--- src/rtl/coord_neighbor_gen.sv ---
// Raster scan of a block that emits four neighbour requests per position
// (orig/inc mux selects) with saturated signed coordinates and valid/ready flow control.
module coord_neighbor_gen #(
  parameter int COORD_W = 8,
  parameter int SIZE_W  = 4
) (
  input  logic                      CLK,
  input  logic                      RST,
  input  logic                      START,
  input  logic signed [COORD_W-1:0] X_BASE,
  input  logic signed [COORD_W-1:0] Y_BASE,
  input  logic        [SIZE_W-1:0]  BLK_W,
  input  logic        [SIZE_W-1:0]  BLK_H,
  input  logic                      READY,
  output logic signed [COORD_W-1:0] X_ORIG,
  output logic signed [COORD_W-1:0] X_INC,
  output logic signed [COORD_W-1:0] Y_ORIG,
  output logic signed [COORD_W-1:0] Y_INC,
  output logic                      SEL_X,
  output logic                      SEL_Y,
  output logic                      VALID,
  output logic                      BUSY,
  output logic                      DONE
);

  typedef enum logic [1:0] {IDLE, EMIT, FINISH} state_t;

  localparam logic signed [COORD_W:0] SAT_MAX = {2'b00, {(COORD_W-1){1'b1}}};
  localparam logic signed [COORD_W:0] SAT_MIN = {2'b11, {(COORD_W-1){1'b0}}};
  localparam logic signed [COORD_W:0] ONE     = {{COORD_W{1'b0}}, 1'b1};

  function automatic logic signed [COORD_W-1:0] sat(input logic signed [COORD_W:0] v);
    if (v > SAT_MAX)      return SAT_MAX[COORD_W-1:0];
    else if (v < SAT_MIN) return SAT_MIN[COORD_W-1:0];
    else                  return v[COORD_W-1:0];
  endfunction

  function automatic logic signed [COORD_W:0] sext(input logic signed [COORD_W-1:0] v);
    return {v[COORD_W-1], v};
  endfunction

  function automatic logic signed [COORD_W:0] zext_off(input logic [SIZE_W-1:0] o);
    return $signed({{(COORD_W+1-SIZE_W){1'b0}}, o});
  endfunction

  state_t                    state_q, state_d;
  logic signed [COORD_W-1:0] xb_q, xb_d, yb_q, yb_d;
  logic        [SIZE_W-1:0]  bw_q, bw_d, bh_q, bh_d;
  logic        [SIZE_W-1:0]  col_q, col_d, row_q, row_d;
  logic        [1:0]         ph_q, ph_d;

  logic signed [COORD_W-1:0] x_orig_d, x_inc_d, y_orig_d, y_inc_d;
  logic                      sel_x_d, sel_y_d, valid_d, busy_d, done_d;
  logic                      hs, last;

  assign hs   = VALID & READY;
  assign last = (ph_q == 2'd3) && (col_q == bw_q) && (row_q == bh_q);

  always_comb begin
    state_d = state_q;
    xb_d    = xb_q;
    yb_d    = yb_q;
    bw_d    = bw_q;
    bh_d    = bh_q;
    col_d   = col_q;
    row_d   = row_q;
    ph_d    = ph_q;
    case (state_q)
      IDLE: begin
        if (START) begin
          state_d = EMIT;
          xb_d    = X_BASE;
          yb_d    = Y_BASE;
          bw_d    = BLK_W;
          bh_d    = BLK_H;
          col_d   = '0;
          row_d   = '0;
          ph_d    = '0;
        end
      end
      EMIT: begin
        if (hs) begin
          if (last) begin
            state_d = FINISH;
          end else begin
            ph_d = ph_q + 2'd1;
            if (ph_q == 2'd3) begin
              if (col_q == bw_q) begin
                col_d = '0;
                row_d = row_q + 1'b1;
              end else begin
                col_d = col_q + 1'b1;
              end
            end
          end
        end
      end
      FINISH:  state_d = IDLE;
      default: state_d = IDLE;
    endcase
  end

  // Output stage: registered view of the next position so outputs hold while stalled
  always_comb begin
    x_orig_d = X_ORIG;
    x_inc_d  = X_INC;
    y_orig_d = Y_ORIG;
    y_inc_d  = Y_INC;
    sel_x_d  = SEL_X;
    sel_y_d  = SEL_Y;
    valid_d  = (state_d == EMIT);
    busy_d   = (state_d == EMIT);
    done_d   = (state_d == FINISH);
    if (state_d == EMIT) begin
      x_orig_d = sat(sext(xb_d) + zext_off(col_d));
      y_orig_d = sat(sext(yb_d) + zext_off(row_d));
      x_inc_d  = sat(sext(x_orig_d) + ONE);
      y_inc_d  = sat(sext(y_orig_d) + ONE);
      sel_x_d  = ph_d[0];
      sel_y_d  = ph_d[1];
    end
  end

  always_ff @(posedge CLK) begin
    if (RST) begin
      state_q <= IDLE;
      col_q   <= '0;
      row_q   <= '0;
      ph_q    <= '0;
      X_ORIG  <= '0;
      X_INC   <= '0;
      Y_ORIG  <= '0;
      Y_INC   <= '0;
      SEL_X   <= 1'b0;
      SEL_Y   <= 1'b0;
      VALID   <= 1'b0;
      BUSY    <= 1'b0;
      DONE    <= 1'b0;
    end else begin
      state_q <= state_d;
      col_q   <= col_d;
      row_q   <= row_d;
      ph_q    <= ph_d;
      X_ORIG  <= x_orig_d;
      X_INC   <= x_inc_d;
      Y_ORIG  <= y_orig_d;
      Y_INC   <= y_inc_d;
      SEL_X   <= sel_x_d;
      SEL_Y   <= sel_y_d;
      VALID   <= valid_d;
      BUSY    <= busy_d;
      DONE    <= done_d;
    end
  end

  // Latched block parameters carry no reset; they are only observed in EMIT
  always_ff @(posedge CLK) begin
    xb_q <= xb_d;
    yb_q <= yb_d;
    bw_q <= bw_d;
    bh_q <= bh_d;
  end

endmodule

--- config.mk ---
export PLATFORM = sky130hd
export DESIGN_NAME = coord_neighbor_gen
export DESIGN_NICKNAME = d
export VERILOG_FILES = /design/src/rtl/coord_neighbor_gen.sv
export SDC_FILE = /design/constraint.sdc
export NUM_CORES = 1
export LEC_CHECK = 0
export ABC_CLOCK_PERIOD_IN_PS = 5400
export BUFFER_PORTS_ARGS = -buffer_cell sky130_fd_sc_hd__buf_2
export CORE_UTILIZATION = 50
export CTS_BUF_LIST = sky130_fd_sc_hd__clkbuf_4
export DETAILED_ROUTE_END_ITERATION = 8
export GPL_TIMING_DRIVEN = 0
export PLACE_DENSITY = 0.74
export SLEW_MARGIN = 30
export SYNTH_ARGS = -nofsm -noshare
export SYNTH_HDL_FRONTEND = slang
export SYNTH_SLANG_ARGS = --single-unit
--- constraint.sdc ---
create_clock -name CLK -period 5.4 [get_ports CLK]
set_input_delay 1.08 -clock CLK [delete_from_list [all_inputs] [get_ports CLK]]
set_output_delay 1.08 -clock CLK [all_outputs]
set_load 0.01 [all_outputs]
## After elaboration in Yosys (flattened, before gate mapping)

Index checks and enable logic that the tools add are counted.

| cells by class | value |
|---|---|
| $add $sub $neg | 7 |
| order comparisons | 8 |
| equality and inequality tests | 6 |
| muxes and demuxes | 34 |
| bitwise logic cells | 1 |
| reduce and logical (&&, ||, !) cells | 4 |

Operators with widths:

| kind | number |
|---|---|
| $mux 8 | 14 |
| $mux 4 | 10 |
| $gt 9x8->1 const B | 4 |
| $lt 9x8->1 const B | 4 |
| $add 8x2->9 const B | 2 |
| $add 8x5->9 | 2 |
| $pmux 4 s2 | 2 |
| $mux 2 | 6 |
| $add 4x1->4 const B | 2 |
| $eq 4x4->1 | 2 |
| $pmux 2 s2 | 2 |
| $eq 2x1->1 const B | 2 |
| $eq 2x2->1 const B | 2 |
| $add 2x1->2 const B | 1 |
| $logic_and 1x1->1 | 2 |
| $logic_not 2->1 | 1 |
| $reduce_and 2->1 | 1 |
| $and 1x1->1 | 1 |

| word-level totals | value |
|---|---|
| flip-flop bits (word level) | 72 |
| output and inout port bits | 37 |
| logic and storage cells | 76 |

## Longest topological paths before layout

| depth | value |
|---|---|
| word-level depth | 15 |
| gate-level depth with buffers | 27 |
| mapped depth without buffers | 26 |

## Worst setup path after synthesis

OpenSTA, ideal clock, no wires.

| timing path | value |
|---|---|
| kind | input-to-reg |
| start | input START |
| end | register X_INC[2] |
| library setup time | 70 ps |
| arrival time | 5714 ps |
| setup slack | -384 ps |
| cell stages on the path | 25 |
| path through | or3b_1 > buf_6 > inv_6 > clkbuf_1 > nand2_1 > nand2_1 > ha_1 > inv_1 > fa_1 > nor2b_1 > nor4b_1 > a21oi_2 > a21oi_2 > o21ai_2 > inv_1 > ha_1 > inv_1 > nor2_1 > a22o_1 > or3b_2 > o211ai_1 > nand4_1 > a211oi_2 > o21ai_2 > a21oi_1 |

| between the ends | value |
|---|---|
| cells in the longest elaborated chain, start to end | 11 |
| elaborated cells on any way between the ends | 18 |

Ends and longest elaborated chain:

| what | RTL line | source |
|---|---|---|
| start: declaration | 9 | `input logic START,` |
| $mux 8 * | 70 | `if (START) begin` |
| $mux 8 * | 68 | `case (state_q)` |
| net xb_d[0] | 47 | `logic signed [COORD_W-1:0] xb_q, xb_d, yb_q, yb_d;` |
| $add 8x5->9 * | 115 | `x_orig_d = sat(sext(xb_d) + zext_off(col_d));` |
| $lt 9x8->1 | 34 | `else if (v < SAT_MIN) return SAT_MIN[COORD_W-1:0];` |
| $mux 8 | 34 |  |
| $mux 8 * | 33 | `if (v > SAT_MAX) return SAT_MAX[COORD_W-1:0];` |
| $mux 8 * | 114 | `if (state_d == EMIT) begin` |
| $add 8x2->9 * | 117 | `x_inc_d = sat(sext(x_orig_d) + ONE);` |
| $lt 9x8->1 | 34 |  |
| $mux 8 | 34 |  |
| $mux 8 * | 33 |  |
| end signal: assignment | 145 | `X_INC <= x_inc_d;` |
| end: declaration | 16 | `output logic signed [COORD_W-1:0] X_INC,` |

The timed path passes the listed nets; every way through them passes the cells marked *. The select of a mux whose other input is x is not followed.
A chain may end at the register's enable or synchronous reset.

## Final worst setup path

Ends and elaborated chain as after synthesis.

==> results_dict.tcl <==
set metrics [dict create \
    outcome "complete, no violations" \
    fmax_mhz 191 \
    syn_to_final_growth_pct 27.6 \
    num_antenna_cells 0 \
    initial_core_util_pct 52.9 \
    wl_mm 12.3 \
    clock-sinks 72 \
    yosysSeqAreaShare_pct 36.4 \
    p_leak_nw 2.27 \
    synth.area.top_cells "dfxtp_1 (31%), edfxtp_1 (5.8%), nand2_1 (5.5%)" \
    reg2reg_slack_ns 0.17 \
    coreArea_sq_mm 0.00789 \
    power_mw 1.47 \
    min_period_ns 5.24 \
    r2r_cells 25 \
    skew_ns 0.0115 \
    netlist-cell-type-count 76 \
    finish.utilization_pct 67.5 \
    fp.dieH_um 93.4 \
    drt-wirelength-per-cell_um 17.3 \
    die-width_um 93.4 \
    cp-end-kind "flop" \
    endpoint "X_INC[2]$_SDFFE_PP0P_" \
    cts_root_buf "clkbuf_4" \
    path_clk_slew_ns 0.12 \
    drc_errors 0 \
    num-fill-cells 672 \
    maxCapViolCount 0 \
    cp-start-kind "primary input" \
    required_ns 5.77 \
    startpoint "START" \
    final-instance-count-excl-fill 713 \
    synthCells 503 \
    hold-path-cell-count 2 \
    htreeDepth 3 \
    cpMaxStageDelayCell "or3b_2" \
    crit_path_max_incr_delay_ns 0.45 \
    numCtsBuffers 9 \
    synth.avg_cell_area_sq_um 8.30 \
    ctsLongestPathBuffers 2 \
    grt_pass1_wl_mm 19.2 \
    boundaryPins 65 \
    grt_pass1_vias 3980 \
    cp.arrival_ns 5.61 \
    fp-row-count 32 \
    grt_use_total_pct 28.3 \
    drtIter0Drc 265 \
    path_class "primary input to flop" \
    period_share_pct 97.1 \
    r2r_end "X_INC[2]$_SDFFE_PP0P_" \
    vias 4222 \
    routabilityCongestion 0.907 \
    synth_ff_type "dfxtp_1" \
    hold_path.class "flop to flop" \
    dieArea_sq_mm 0.00872 \
    drive_gt1_share_pct 30.0 \
    dp_cells 669 \
    drt_pass1_iterations 7 \
    relSlewSlack_pct 44.1 \
    setup_viol 0 \
    hpwl_mm 8.69 \
    synth_top_area_cell "dfxtp_1" \
    synth-seq-cells 72 \
    maxSlewViolCount 0 \
    worstPathMaxFanout 10 \
    ir_drop_v 0.000184 \
    synth.most_common_cell "dfxtp_1" \
    antenna_found_initial 0 \
    p_per_area_mw_per_mm2 277 \
    cts-hold-fix-buffers 0 \
    cts_tree "yes" \
    hold_viol_final 0 \
    syn_nets 548 \
    grt_max_degree 26 \
    synth.top_cell.area_share_pct 30.7 \
    regToRegStartpoint "bh_q[0]$_DFFE_PP_" \
    port-buffer-count 64 \
    vias_per_cell 5.92 \
    grt_remaining_overflow 0 \
    postLayoutCellArea_sq_mm 0.00533 \
    synth_common_cells "dfxtp_1 (64), nand2_1 (61), nor2_1 (57)" \
    syn_area_sq_mm 0.00418 \
    async_reset_ff_share_pct 0 \
    synth_edf_count 8 \
    clock_latency_ns 0.43 \
    worst_pin_slew_ns 0.815 \
    antenna_left 0 \
    postPlaceCellArea_sq_mm 0.00464 \
    nets 651 \
    yosysWarnings 0 \
]
==> metal layers <==
layer  share of wire (%)  global-route usage [%]  vias up
met1                  45                    38.0     1996
li1                    -                       -     2025
met4                 2.0                    10.1        0
met3                 6.3                    4.72       27
met5                   0                       0        -
met2                  46                    45.5      174
==> flip-flops by register name (all words and copies together), names as in the netlist, 8 cells and up <==
signal,flops
yb_q,8
X_INC,8
Y_INC,8
xb_q,8
Y_ORIG,8
X_ORIG,8
==> per-stage QoR <==
step	hold WS, ns	setup TNS (ns)	worst slack (ns)
CTS	0.467	-0.0739	-0.0275
global placement	0.442	-12.09	-0.995
global route	0.488	-0.418	-0.0839
detailed placement	0.449	-12.97	-1.08
floorplan	0.424	0	0.0283
finish	0.467	0	0.156
==> critical path, delay by kind of cell <==
kind	cells	cell delay (ns)
AOI/OAI and AO/OA	8	1.54
adders and majority gates	3	0.77
buffers and inverters	6	0.76
and+or+nand+nor	8	1.45
==> cells in the final DEF, fill, tap and decap left out, drive strengths merged, types with 3 or more instances in the layout <==
| cell type | instances |
|---|---|
| and2 | 8 |
| mux2 | 6 |
| xor2 | 11 |
| nor3 | 19 |
| nand4 | 6 |
| ha | 15 |
| o21bai | 3 |
| xnor2 | 12 |
| clkinv | 5 |
| o211ai | 9 |
| a21o | 3 |
| and3 | 8 |
| clkbuf | 21 |
| o21ai | 36 |
| a211oi | 11 |
| a31oi | 5 |
| nor2 | 57 |
| edfxtp | 8 |
| nand2 | 61 |
| mux2i | 13 |
| a21oi | 35 |
| buf | 102 |
| or2 | 6 |
| nor2b | 4 |
| bufinv | 3 |
| inv | 15 |
| nand3 | 15 |
| a41oi | 3 |
| nor4 | 6 |
| dfxtp | 64 |
| o31ai | 3 |
==> cell families (layout without fill, tap and decap cells) <==
group / Yosys count / in the layout / synth area share, %
AOI/OAI and AO/OA: 132 / 132 / 21.3
xor gates and xnor gates: 23 / 23 / 4.82
adders and majority gates: 17 / 17 / 5.45
buffers and inverters: 38 / 146 / 3.87
DFF: 72 / 72 / 36.4
muxes: 19 / 19 / 4.91
and+or+nand+nor: 202 / 202 / 23.2
==> cell type report <==
type | count | area (sq um) | area share (%)
multi-input combinational | 393 | 2760 | 51.8
sequential | 72 | 1520 | 28.6
timing repair buffer | 96 | 561 | 10.5
tap | 102 | 128 | 2.40
clock inverter | 6 | 108 | 2.02
buffer | 17 | 93.8 | 1.76
inverter | 17 | 80.1 | 1.50
clock buffer | 10 | 75.1 | 1.41
==> timing repair <==
item | CTS | global route
gates resized for setup | 23 | 44
setup buffers | 5 | 27
pin swaps | 3 | 20
endpoints found under the setup margin | 15 | 16
==> power by group <==
part,switching (mW),internal [mW]
Sequential,0.0307,0.594
Clock,0.199,0.238
Combinational,0.246,0.167
Total,0.476,0.999
==> how the worst min path moves through the flow <==
stage	from	endpoint	slack, ns
final	Y_INC[0]$_SDFFE_PP0P_	Y_INC[0]$_SDFFE_PP0P_	0.47
after global routing	X_ORIG[0]$_SDFFE_PP0P_	X_ORIG[0]$_SDFFE_PP0P_	0.49
after CTS	Y_INC[0]$_SDFFE_PP0P_	Y_INC[0]$_SDFFE_PP0P_	0.47
after detailed placement	X_ORIG[0]$_SDFFE_PP0P_	X_ORIG[0]$_SDFFE_PP0P_	0.45
after global placement	xb_q[2]$_DFF_P_	xb_q[2]$_DFF_P_	0.44
after floorplan	xb_q[0]$_DFF_P_	xb_q[0]$_DFF_P_	0.42
(Power assumes the default switching activity.)
